**config.mk**
```make
export PLATFORM = sky130hd
export DESIGN_NAME = seq_divider
export DESIGN_NICKNAME = d
export VERILOG_FILES = /design/src/rtl/seq_divider.sv
export SDC_FILE = /design/constraint.sdc
export NUM_CORES = 1
export LEC_CHECK = 0
export BUFFER_PORTS_ARGS = -buffer_cell sky130_fd_sc_hd__buf_2
export CORE_UTILIZATION = 35
export CTS_CLUSTER_SIZE = 30
export DETAILED_ROUTE_END_ITERATION = 6
export MAX_ROUTING_LAYER = met4
export PLACE_DENSITY = 0.52
export SLEW_MARGIN = 20
export SYNTH_ARGS = -nofsm -noshare
export SYNTH_HDL_FRONTEND = slang
export SYNTH_SLANG_ARGS = --single-unit
```
**constraint.sdc**
```tcl
create_clock -name clk -period 7.28 [get_ports clk]
set_clock_uncertainty 0.15 [all_clocks]
set_input_delay 0.728 -clock clk [delete_from_list [all_inputs] [get_ports clk]]
set_output_delay 0.728 -clock clk [all_outputs]
set_load 0.05 [all_outputs]
```
**src/rtl/seq_divider.sv**
```systemverilog
// Multi-cycle restoring divider for DIV/DIVU: one quotient bit per cycle,
// sign fix-up in a separate cycle, start/done handshake with busy.
module seq_divider #(
   parameter int n = 32
) (
   input  logic         clk,
   input  logic         rst_n,
   input  logic         start,
   input  logic         is_signed,
   input  logic [n-1:0] A,
   input  logic [n-1:0] B,
   output logic         busy,
   output logic         done,
   output logic         div_by_zero,
   output logic [n-1:0] Q,
   output logic [n-1:0] R
);

   localparam int CW = (n > 1) ? $clog2(n) : 1;

   localparam logic [1:0] S_IDLE = 2'd0;
   localparam logic [1:0] S_CALC = 2'd1;
   localparam logic [1:0] S_FIX  = 2'd2;
   localparam logic [1:0] S_DONE = 2'd3;

   logic [1:0]    r_state;
   logic [CW-1:0] r_cnt;
   logic [n-1:0]  r_rem;
   logic [n-1:0]  r_quo;
   logic [n-1:0]  r_bmag;
   logic          r_neg_q;
   logic          r_neg_r;
   logic [n-1:0]  r_q;
   logic [n-1:0]  r_r;
   logic          r_dbz;
   logic          r_busy;
   logic          r_done;

   logic [n-1:0]  w_a_mag;
   logic [n-1:0]  w_b_mag;
   logic [n:0]    w_shift;
   logic [n:0]    w_trial;
   logic          w_fits;

   assign w_a_mag = (is_signed && A[n-1]) ? -A : A;
   assign w_b_mag = (is_signed && B[n-1]) ? -B : B;

   // rem < |B| always holds, so the n+1-bit difference cannot overflow and
   // its MSB is the borrow.
   assign w_shift = {r_rem, r_quo[n-1]};
   assign w_trial = w_shift - {1'b0, r_bmag};
   assign w_fits  = ~w_trial[n];

   always_ff @(posedge clk or negedge rst_n) begin
      if (!rst_n) begin
         r_state <= S_IDLE;
         r_cnt   <= '0;
         r_rem   <= '0;
         r_quo   <= '0;
         r_bmag  <= '0;
         r_neg_q <= 1'b0;
         r_neg_r <= 1'b0;
         r_q     <= '0;
         r_r     <= '0;
         r_dbz   <= 1'b0;
         r_busy  <= 1'b0;
         r_done  <= 1'b0;
      end else begin
         // Status outputs trail the state by one cycle.
         r_busy <= (r_state != S_IDLE);
         r_done <= (r_state == S_DONE);
         case (r_state)
            S_IDLE: begin
               if (start) begin
                  r_dbz   <= (B == '0);
                  r_neg_q <= is_signed & (A[n-1] ^ B[n-1]);
                  r_neg_r <= is_signed & A[n-1];
                  if (B == '0) begin
                     r_q     <= '1;
                     r_r     <= A;
                     r_state <= S_DONE;
                  end else begin
                     r_quo   <= w_a_mag;
                     r_bmag  <= w_b_mag;
                     r_rem   <= '0;
                     r_cnt   <= CW'(n - 1);
                     r_state <= S_CALC;
                  end
               end
            end
            S_CALC: begin
               r_rem <= w_fits ? w_trial[n-1:0] : w_shift[n-1:0];
               r_quo <= {r_quo[n-2:0], w_fits};
               if (r_cnt == '0) r_state <= S_FIX;
               else             r_cnt   <= r_cnt - 1'b1;
            end
            S_FIX: begin
               r_q     <= r_neg_q ? -r_quo : r_quo;
               r_r     <= r_neg_r ? -r_rem : r_rem;
               r_state <= S_DONE;
            end
            S_DONE:  r_state <= S_IDLE;
            default: r_state <= S_IDLE;
         endcase
      end
   end

   assign busy        = r_busy;
   assign done        = r_done;
   assign div_by_zero = r_dbz;
   assign Q           = r_q;
   assign R           = r_r;

endmodule

```
## After elaboration in Yosys (flattened, before gate mapping)

Cells that the tools add are included.

| storage, ports and cells | value |
|---|---|
| input port bits | 68 |
| bits in registers | 172 |

| cells by class | value |
|---|---|
| bitwise gates (word level) | 5 |
| equal/unequal tests | 8 |
| reduce and logical (&&, ||, !) cells | 14 |
| $add $sub $neg | 6 |
| multiplexer cells | 25 |

Operators with widths:

| operator | count |
|---|---|
| 32-bit two-way mux | 13 |
| 32-bit one-hot mux with 2 select lines | 4 |
| 32-bit negation | 4 |
| 33-bit by 32-bit subtractor with 33-bit output | 1 |
| 32-bit logical NOT | 1 |
| 5-bit two-way mux | 3 |
| 2-bit != test (second input constant) | 5 |
| 5-bit one-hot mux with 2 select lines | 1 |
| 3-bit AND reduction | 3 |
| 2-bit one-hot mux with 4 select lines | 1 |
| 2-bit two-way mux | 3 |
| 2-bit nonzero test | 3 |
| 5-bit logical NOT | 1 |
| 5-bit by 1-bit subtractor with 5-bit output (second input constant) | 1 |
| 2-bit == test (second input constant) | 2 |
| 2-bit AND reduction | 2 |
| 4-bit AND reduction | 1 |
| 1-bit AND | 2 |
| 2-bit by 1-bit == test with 1-bit output (second input constant) | 1 |
| 1-bit logical AND | 2 |
| 2-bit logical NOT | 1 |
| 1-bit inverter | 2 |
| 1-bit XOR | 1 |

## Logic depth before layout (Yosys ltp)

Gate-level depths: netlist (run 1).

| logic depth | value |
|---|---|
| depth after elaboration | 5 |
| depth in mapped cells | 13 |
| gate-level depth less buffers | 11 |

## Worst setup path after synthesis (run 1)

Ideal clock, no wire load.

| timing | value |
|---|---|
| path type | reg2reg |
| start | register r_rem[4] |
| end | register r_rem[30] |
| setup time | 0.126 ns |
| arrival | 3.022 ns |
| stages on the path, launching flop included | 12 |
| path slack | 3.982 ns |
| clock period less this slack | 3.298 ns |
| path through | dfrtp_1 > ha_1 > a21o_1 > or3_1 > o21a_1 > a31o_2 > a21oi_4 > mux2_4 > o21a_1 > buf_6 > buf_4 > a221o_1 |

| between the ends | value |
|---|---|
| longest elaborated chain between the ends | 3 |

Ends and longest elaborated chain:

| item | RTL line | text |
|---|---|---|
| start: declaration | 28 | `logic [n-1:0] r_rem;` |
| start signal: assignment | 92 | `r_rem <= w_fits ? w_trial[n-1:0] : w_shift[n-1:0];` |
| 33-bit by 32-bit subtractor with 33-bit output | 51 | `assign w_trial = w_shift - {1'b0, r_bmag};` |
| 32-bit two-way mux | 92 |  |
| 32-bit one-hot mux with 2 select lines | 72 | `case (r_state)` |

Every way passes these cells.
A chain may end at the register's enable or synchronous reset.

## Final worst setup path (run 1)

| timing | value |
|---|---|
| start | register r_quo[31] |
| end | register r_rem[27] |

| between the ends | value |
|---|---|
| longest elaborated chain between the ends | 3 |

Ends and longest elaborated chain:

| item | RTL line | text |
|---|---|---|
| start: declaration | 29 | `logic [n-1:0] r_quo;` |
| start signal: assignment | 83 | `r_quo <= w_a_mag;` |
| start signal: assignment | 93 | `r_quo <= {r_quo[n-2:0], w_fits};` |
| 33-bit by 32-bit subtractor with 33-bit output | 51 |  |
| 32-bit two-way mux | 92 |  |
| 32-bit one-hot mux with 2 select lines | 72 |  |

Every way passes these cells.

==> results of run 1 <==
[cells by family after synthesis]
family                     Yosys count
AOI/OAI and AO/OA                  442
and+or+nand+nor                    436
DFF                                172
xor gates and xnor gates           144
buffers and inverters              138
adders and majority gates           43
muxes                               25
[how the worst max path moves through the flow]
stage               cells after the start                   from                    end
finish                                 11  r_quo[31]$_DFFE_PN0P_  r_rem[27]$_DFFE_PN0P_
global route                           10   r_rem[0]$_DFFE_PN0P_   r_rem[8]$_DFFE_PN0P_
CTS                                    11  r_quo[31]$_DFFE_PN0P_  r_rem[27]$_DFFE_PN0P_
detailed placement                      8                   B[2]      Q[24]$_DFFE_PN0P_
global placement                        8                   B[2]      Q[17]$_DFFE_PN0P_
floorplan                              11   r_rem[4]$_DFFE_PN0P_  r_rem[30]$_DFFE_PN0P_
[metrics by stage]
| stage | power, uW | hold WS [ps] | instance area [um^2] | instances | setup WS, ps |
|---|---|---|---|---|---|
| 6_report | 5590 | 251 | 13400 | 1948 | 3430 |
| 2_1_floorplan | 3990 | 282 | 11900 | 1400 | 3980 |
| 3_5_place_dp | 4760 | 321 | 12800 | 1913 | 3090 |
| 4_1_cts | 5650 | 283 | 13400 | 1944 | 3420 |
| 5_1_grt | 6080 | 329 | 13400 | 1948 | 3220 |
| 3_3_place_gp | 4730 | 314 | 12800 | 1913 | 3170 |
[sequential cells by signal (all words and copies together), names as in the netlist, 2 cells and up]
register / count
r_cnt: 5
r_state: 2
Q: 32
r_rem: 32
r_quo: 32
R: 32
r_bmag: 32
[power breakdown]
group / total, uW / switching [uW] / internal (uW)
sequential: 1670 / 362 / 1310
clock: 872 / 402 / 470
combinational: 3050 / 2040 / 1010
total: 5590 / 2810 / 2790
[critical path: cells and delay by family, from the launching register on]
| family | cells | cell delay [ps] |
|---|---|---|
| mux | 1 | 380 |
| simple gates | 1 | 180 |
| flops | 1 | 350 |
| fa+ha+maj | 2 | 650 |
| buf+inv | 1 | 110 |
| compound gates | 6 | 1920 |
[cell type report]
class / instances / area, um^2 / area share
Inverter: 62 / 233 / 0.0174
Clock inverter: 13 / 121 / 0.00906
Antenna cell: 4 / 10.0 / 0.000747
Clock buffer: 18 / 429 / 0.0320
Multi-Input combinational cell: 1090 / 7010 / 0.523
Sequential cell: 172 / 4300 / 0.321
Timing Repair Buffer: 141 / 729 / 0.0545
Tap cell: 448 / 561 / 0.0418
[per-layer routing]
layer  up-vias  track usage
met4         0       0.0620
met5         -            -
met2       189        0.319
li1       5171            -
met3        31       0.0208
met1      4688        0.259
[cells in the final DEF, fill, tap and decap left out, types with 8 or more instances in the layout]
| master | netlist | layout |
|---|---|---|
| sky130_fd_sc_hd__o31ai_1 | 24 | 24 |
| sky130_fd_sc_hd__inv_1 | 62 | 62 |
| sky130_fd_sc_hd__nor3_1 | 19 | 19 |
| sky130_fd_sc_hd__o21ai_0 | 149 | 149 |
| sky130_fd_sc_hd__mux2i_1 | 22 | 22 |
| sky130_fd_sc_hd__xor2_1 | 65 | 65 |
| sky130_fd_sc_hd__o22a_1 | 11 | 11 |
| sky130_fd_sc_hd__o21a_1 | 9 | 9 |
| sky130_fd_sc_hd__or3_1 | 12 | 12 |
| sky130_fd_sc_hd__ha_1 | 42 | 40 |
| sky130_fd_sc_hd__o41ai_1 | 8 | 8 |
| sky130_fd_sc_hd__and2_1 | 31 | 31 |
| sky130_fd_sc_hd__a21oi_1 | 106 | 105 |
| sky130_fd_sc_hd__or4_1 | 9 | 9 |
| sky130_fd_sc_hd__a221o_1 | 28 | 28 |
| sky130_fd_sc_hd__clkbuf_16 | 0 | 17 |
| sky130_fd_sc_hd__buf_2 | 11 | 133 |
| sky130_fd_sc_hd__a21o_1 | 19 | 19 |
| sky130_fd_sc_hd__xnor2_1 | 79 | 79 |
| sky130_fd_sc_hd__nor4_1 | 15 | 15 |
| sky130_fd_sc_hd__nand2_1 | 161 | 161 |
| sky130_fd_sc_hd__dfrtp_1 | 172 | 172 |
| sky130_fd_sc_hd__nor2_1 | 121 | 121 |
| sky130_fd_sc_hd__o211ai_1 | 10 | 10 |
| sky130_fd_sc_hd__nand3_1 | 12 | 12 |
| sky130_fd_sc_hd__a31oi_1 | 33 | 33 |
| sky130_fd_sc_hd__o21ai_1 | 9 | 9 |
==> flow_metrics.env, run 1 <==
export IMPL_synth_compound_area_frac=0.234
export IMPL_rsz_0062_raised_after_global_routing="no"
export IMPL_dr_total_vias=10100
export IMPL_crit_slowest_cell="sky130_fd_sc_hd__o21a_1"
export IMPL_drv_slew=0
export IMPL_first_pass_iters=5
export IMPL_grt_max_degree=100
export IMPL_worstMarginPinSlew_ps=1020
export IMPL_synth_edff_count=0
export IMPL_numClockSinks=172
export IMPL_tritoncts="built"
export IMPL_n_fill_cell=3469
export IMPL_timing_critical_path_slowest_cell_delay_ps=560
export IMPL_route_met2_wl_um=14900
export IMPL_met1Wirelength_um=15800
export IMPL_syn_area_per_cell_um2=8.48
export IMPL_drtAntennaViolNets=0
export IMPL_r2r_worst_path_cells=11
export IMPL_finalSetupViolCount=0
export IMPL_worst_ir_drop_vdd_uv=272
export IMPL_finalWorstPathRequiredPeriod_ps=3850
export IMPL_synthAdderAreaFrac=0.0459
export IMPL_clock_pin_slew_on_the_worst_setup_and_hold_paths_ps=70
export IMPL_synth_mux_area_fraction=0.0217
export IMPL_post_route_period_util=0.529
export IMPL_initial_antenna_violation_count=4
export IMPL_die_width_um=186
export IMPL_initial_cell_density_of_the_core=0.355
export IMPL_floorplan_core_area_um2=33400
export IMPL_setup_worst_path_class="reg2reg"
export IMPL_yosysWarnings=0
export IMPL_net_count_synth=1511
export IMPL_outcome="completed"
export IMPL_maxClockFrequency_mhz=260
export IMPL_first_global_vias=9705
export IMPL_synth_async_reset_ratio=1.00
export IMPL_post_route_cells_drive_above_1_share=0.139
export IMPL_worst_r2r_endpoint="r_rem[27]$_DFFE_PN0P_"
export IMPL_synthSimpleGateAreaFrac=0.180
export IMPL_flip_flop_cell_with_the_highest_count_after_synthesis="sky130_fd_sc_hd__dfrtp_1"
export IMPL_dp_hpwl_um=24300
export IMPL_top_layer="met4"
export IMPL_largest_family_of_logic_cells_by_synthesized_area="compound AO/OA/AOI/OAI gates"
export IMPL_yosysSeqAreaShare=0.362
export IMPL_setup_reg_to_reg_worst_slack_ps=3430
export IMPL_yosys_cell_count_top_type="sky130_fd_sc_hd__dfrtp_1"
export IMPL_drt_wirelength_per_cell_um=16.5
export IMPL_cts_setup_buffers=0
export IMPL_die_area_um2=34700
export IMPL_wl_met3_um=863
export IMPL_num_io_pins=135
export IMPL_r2r_start="r_quo[31]$_DFFE_PN0P_"
export IMPL_area_growth_synth_to_final_pct=12.8
export IMPL_postCtsHoldBufs=0
export IMPL_postLayoutCoreUtil=0.401
export IMPL_power_density_nw_per_um2=418
export IMPL_clock_tree_buffer_depth=2
export IMPL_overflow=0
export IMPL_synth_area_in_xor_xnor=0.106
export IMPL_timing_critical_path_from_type="flip-flop"
export IMPL_clk_root_buffer_cell="sky130_fd_sc_hd__clkbuf_16"
export IMPL_chipHeight_um=186
export IMPL_portBuffers=134
export IMPL_hp_class="in2async"
export IMPL_timing_max_slew_rel_slack=0.318
export IMPL_critical_path_top_cell_by_count="sky130_fd_sc_hd__o21a_1"
export IMPL_final_net_count=1595
export IMPL_cts_buffers_inserted=17
export IMPL_p_leak_uw=0.00592
export IMPL_yosys_area_top_type="sky130_fd_sc_hd__dfrtp_1"
export IMPL_grt_util_all_layers=0.197
export IMPL_mappedNetlistArea_um2=11900
export IMPL_drt_vias_per_instance=5.17
export IMPL_worstPathArrival_ps=4020
export IMPL_postCtsResizedCells=0
export IMPL_crit_fanout=28
export IMPL_synthesis_instances=1400
export IMPL_max_cap_violations=0
export IMPL_synth_seq_cells=172
export IMPL_synth_distinct_cells=76
export IMPL_htreeDepth=4
export IMPL_critPathRequiredTime_ps=7450
export IMPL_timing_hold_violations_final=0
export IMPL_drt_iter0_markers=541
export IMPL_grt_pass1_wl_um=51800
export IMPL_netlist_area_leader_share=0.362
export IMPL_post_synth_main_area_contributors="sky130_fd_sc_hd__dfrtp_1 (36%), sky130_fd_sc_hd__o21ai_0 (6.3%), sky130_fd_sc_hd__xnor2_1 (5.8%), sky130_fd_sc_hd__nand2_1 (5.1%), sky130_fd_sc_hd__xor2_1 (4.8%)"
export IMPL_detail_route_drc_violations=0
export IMPL_clock_latency_on_the_worst_skew_pair_ps=440
export IMPL_worstSetupEndpointType="flip-flop"
export IMPL_finalWirelength_um=32100
export IMPL_yosys_top_cells_count="sky130_fd_sc_hd__dfrtp_1 (172), sky130_fd_sc_hd__nand2_1 (161), sky130_fd_sc_hd__o21ai_0 (149)"
export IMPL_rows=67
export IMPL_cp_cell_sequence="inv_1 -> ha_1 -> fa_1 -> nand2b_1 -> a21oi_1 -> o21a_1 -> a31o_2 -> a21oi_4 -> mux2_4 -> o21a_1 -> a221o_1"
export IMPL_setup_tns_final_ps=0
export IMPL_gpl_final_weighted_congestion=0.866
(Power assumes the default switching activity.)
==> inputs of run 2 (changes only) <==
--- a/config.mk
+++ b/config.mk
@@ -5,12 +5,13 @@
 export SDC_FILE = /design/constraint.sdc
 export NUM_CORES = 1
 export LEC_CHECK = 0
+export ABC_AREA = 1
 export BUFFER_PORTS_ARGS = -buffer_cell sky130_fd_sc_hd__buf_2
 export CORE_UTILIZATION = 35
 export CTS_CLUSTER_SIZE = 30
 export DETAILED_ROUTE_END_ITERATION = 6
 export MAX_ROUTING_LAYER = met4
-export PLACE_DENSITY = 0.52
+export PLACE_DENSITY = 0.54
 export SLEW_MARGIN = 20
 export SYNTH_ARGS = -nofsm -noshare
 export SYNTH_HDL_FRONTEND = slang
==> constraint.sdc (replaced) <==
create_clock -name clk -period 3.5 [get_ports clk]
set_clock_uncertainty 0.15 [all_clocks]
set_input_delay 0.35 -clock clk [delete_from_list [all_inputs] [get_ports clk]]
set_output_delay 0.35 -clock clk [all_outputs]
set_load 0.05 [all_outputs]
==> run 2 against run 1 <==
Compared with the run above:
- non-clock buffer count grew 11
- largest power group unchanged
- sequential power grew 100%
- synthesized cell count grew 58%
- flip-flop and latch count is the same
- first-iteration DRC count grew 110%
==> flow_metrics.env, run 2 <==
export IMPL_finalSetupViolCount=0
export IMPL_critPathRequiredTime_ps=3690
export IMPL_cts_buffers_inserted=17
export IMPL_worstHoldStart="A[2]"
export IMPL_drtAntennaViolNets=0
export IMPL_grt_max_degree=68
export IMPL_yosys_top_cells_count="sky130_fd_sc_hd__nand2_1 (717), sky130_fd_sc_hd__inv_1 (297), sky130_fd_sc_hd__nor2_1 (237)"
export IMPL_worst_ir_drop_vdd_uv=538
export IMPL_clk_root_buffer_cell="sky130_fd_sc_hd__clkbuf_16"
export IMPL_synthesis_instances=2217
export IMPL_drt_iter0_markers=1146
export IMPL_yosysWarnings=0
export IMPL_grt_util_all_layers=0.249
export IMPL_layout_cells_most_common_list="sky130_fd_sc_hd__nand2_1 (717), sky130_fd_sc_hd__inv_1 (297), sky130_fd_sc_hd__nor2_1 (237)"
export IMPL_setup_tns_final_ps=0
export IMPL_max_cap_violations=0
export IMPL_overflow=0
export IMPL_gpl_final_weighted_congestion=0.937
export IMPL_rows=72
export IMPL_drt_wirelength_per_cell_um=17.0
export IMPL_htreeDepth=4
export IMPL_worst_r2r_endpoint="r_rem[19]$_DFFE_PN0P_"
export IMPL_synth_compound_area_frac=0.114
export IMPL_portBuffers=134
export IMPL_die_area_um2=40600
export IMPL_yosys_cell_count_top_type="sky130_fd_sc_hd__nand2_1"
export IMPL_initial_cell_density_of_the_core=0.358
export IMPL_first_pass_iters=5
export IMPL_maxClockFrequency_mhz=362
export IMPL_timing_max_slew_rel_slack=0.371
export IMPL_layout_cells_non_filler=2849
export IMPL_seq_area_um2=4300
export IMPL_largest_family_of_logic_cells_by_synthesized_area="simple AND/OR/NAND/NOR gates"
export IMPL_initial_antenna_violation_count=0
export IMPL_worstHoldEndpoint="R[2]$_DFFE_PN0P_"
export IMPL_clock_pin_slew_on_the_worst_setup_and_hold_paths_ps=70
export IMPL_synth_mux_area_fraction=0
export IMPL_flip_flop_cell_with_the_highest_count_after_synthesis="sky130_fd_sc_hd__dfrtp_1"
export IMPL_outcome="completed"
export IMPL_power_density_nw_per_um2=790
export IMPL_cp_cell_sequence="inv_1 -> ha_1 -> fa_1 -> inv_1 -> nand2_1 -> nand2_1 -> nand3_1 -> nand2_2 -> nand2_2 -> nand2_2 -> nand2_4 -> nand2_4 -> nand2_4 -> nand2_4 -> nand2_1 -> nand3_1 -> nand2_1"
export IMPL_worstMarginPinSlew_ps=943
export IMPL_num_io_pins=135
export IMPL_synth_distinct_cells=45
export IMPL_worst_hold_path_num_cells=3
export IMPL_hp_class="in2reg"
export IMPL_synthSimpleGateAreaFrac=0.387
export IMPL_postCtsHoldBufs=1
export IMPL_floorplan_core_area_um2=38900
export IMPL_post_route_cells_drive_above_1_share=0.0952
export IMPL_first_global_vias=13500
export IMPL_yosys_area_top_type="sky130_fd_sc_hd__dfrtp_1"
export IMPL_rsz_0062_raised_after_global_routing="no"
export IMPL_mappedNetlistArea_um2=13900
export IMPL_finalWirelength_um=48300
export IMPL_timing_critical_path_slowest_cell_delay_ps=400
export IMPL_r2r_worst_path_cells=17
export IMPL_chipHeight_um=201
export IMPL_post_route_period_util=0.789
export IMPL_setup_worst_path_class="reg2reg"
export IMPL_syn_area_per_cell_um2=6.28
export IMPL_grt_pass1_wl_um=76700
export IMPL_timing_critical_path_from_type="flip-flop"
export IMPL_detail_route_drc_violations=0
export IMPL_drv_slew=0
export IMPL_timing_hold_violations_final=0
export IMPL_p_leak_uw=0.00835
export IMPL_synth_area_in_xor_xnor=0.0440
export IMPL_r2r_start="r_quo[31]$_DFFE_PN0P_"
export IMPL_numPlacedInstances=2819
export IMPL_worstSetupEndpointType="flip-flop"
export IMPL_yosysSeqAreaShare=0.309
export IMPL_synthAdderAreaFrac=0.0392
export IMPL_postLayoutCoreUtil=0.403
export IMPL_setup_reg_to_reg_worst_slack_ps=740
export IMPL_synth_edff_count=0
export IMPL_area_growth_synth_to_final_pct=12.6
export IMPL_die_width_um=201
export IMPL_multi_input_area_um2=8150
export IMPL_antennaDiodeCount=0
export IMPL_clock_latency_on_the_worst_skew_pair_ps=450
export IMPL_final_net_count=2432
export IMPL_drt_vias_per_instance=5.08
export IMPL_n_fill_cell=4345
export IMPL_clock_tree_buffer_depth=2
export IMPL_worstPathArrival_ps=2960
export IMPL_net_count_synth=2328
export IMPL_synth_seq_cells=172
export IMPL_post_synth_main_area_contributors="sky130_fd_sc_hd__dfrtp_1 (31%), sky130_fd_sc_hd__nand2_1 (19%), sky130_fd_sc_hd__inv_1 (8.0%), sky130_fd_sc_hd__nand3_1 (7.8%), sky130_fd_sc_hd__nor2_1 (6.4%)"
export IMPL_cts_setup_buffers=0
export IMPL_dp_hpwl_um=38600
export IMPL_finalWorstPathRequiredPeriod_ps=2760
export IMPL_netlist_area_leader_share=0.309
export IMPL_synth_async_reset_ratio=1.00
export IMPL_postCtsResizedCells=0
export IMPL_dr_total_vias=14500
export IMPL_crit_slowest_cell="sky130_fd_sc_hd__fa_1"
export IMPL_crit_fanout=16
export IMPL_numClockSinks=172
export IMPL_commonest_non_fill_non_tap_cell_in_the_layout="sky130_fd_sc_hd__nand2_1"
export IMPL_tritoncts="built"
-- run 2: changes by cell type in the layout (fill, tap and decap cells not counted), sizes merged, moves of 24 or more --
cell / delta
inv: +242
xnor2: -67
nand3: +207
and2: -26
a221o: -28
nand2: +567
a21oi: -24
nor2: +124
-- run 2: stage by stage --
stage               worst slack [ps]  instance area, um^2  power, uW  hold slack (ps)
finish                           737                15700      12400             36.5
global route                     502                15700      13400             28.6
CTS                              754                15700      12400             13.9
detailed placement               651                15100      10300              234
global placement                 696                15100      10200              235
floorplan                       1120                13900       8350            -95.6
-- run 2: worst max path at each step --
stage / from / to
5_1_grt: r_state[0]$_DFFE_PN0P_ / Q[30]$_DFFE_PN0P_
4_1_cts: r_quo[31]$_DFFE_PN0P_ / r_rem[29]$_DFFE_PN0P_
3_3_place_gp: B[0] / Q[30]$_DFFE_PN0P_
6_report: r_quo[31]$_DFFE_PN0P_ / r_rem[19]$_DFFE_PN0P_
2_1_floorplan: r_quo[31]$_DFFE_PN0P_ / r_rem[7]$_DFFE_PN0P_
3_5_place_dp: B[0] / Q[30]$_DFFE_PN0P_
-- run 2: where the power goes --
group	total, uW	leakage (uW)	internal [uW]	switching [uW]
Combinational	6940	0.00598	1880	5060
Sequential	3360	0.00207	2740	625
Clock	2090	0.000300	1240	848
Total	12400	0.00835	5860	6530
-- run 2: cell families (layout without fill, tap and decap cells) --
logic type,count (synthesis),after routing
DFF,172,172
xor gates and xnor gates,70,70
AOI/OAI and AO/OA,284,284
and+or+nand+nor,1277,1277
buffers and inverters,371,485
adders and majority gates,43,43
-- run 2: layout make-up --
class / count / share of cell area
clock buffers: 23 / 0.0305
repair buffers: 152 / 0.0527
clock inverters: 6 / 0.00854
inverters: 304 / 0.0729
multi-input cells: 1674 / 0.519
flip-flops and latches: 172 / 0.274
well taps: 518 / 0.0413
-- run 2: critical path: cells and delay by family, from the launching register on --
family,cells,cell delay (ps)
buf+inv,2,230
simple gates,13,1250
flops,1,390
fa+ha+maj,2,640
-- run 2: layer usage --
layer	vias up	part of all wire	wire, um	global-route usage
met5	-	0	0	-
met4	0	0.015	727	0.0601
met3	38	0.053	2570	0.0280
met2	428	0.43	20900	0.370
met1	6765	0.50	24100	0.360
li1	7255	-	-	-
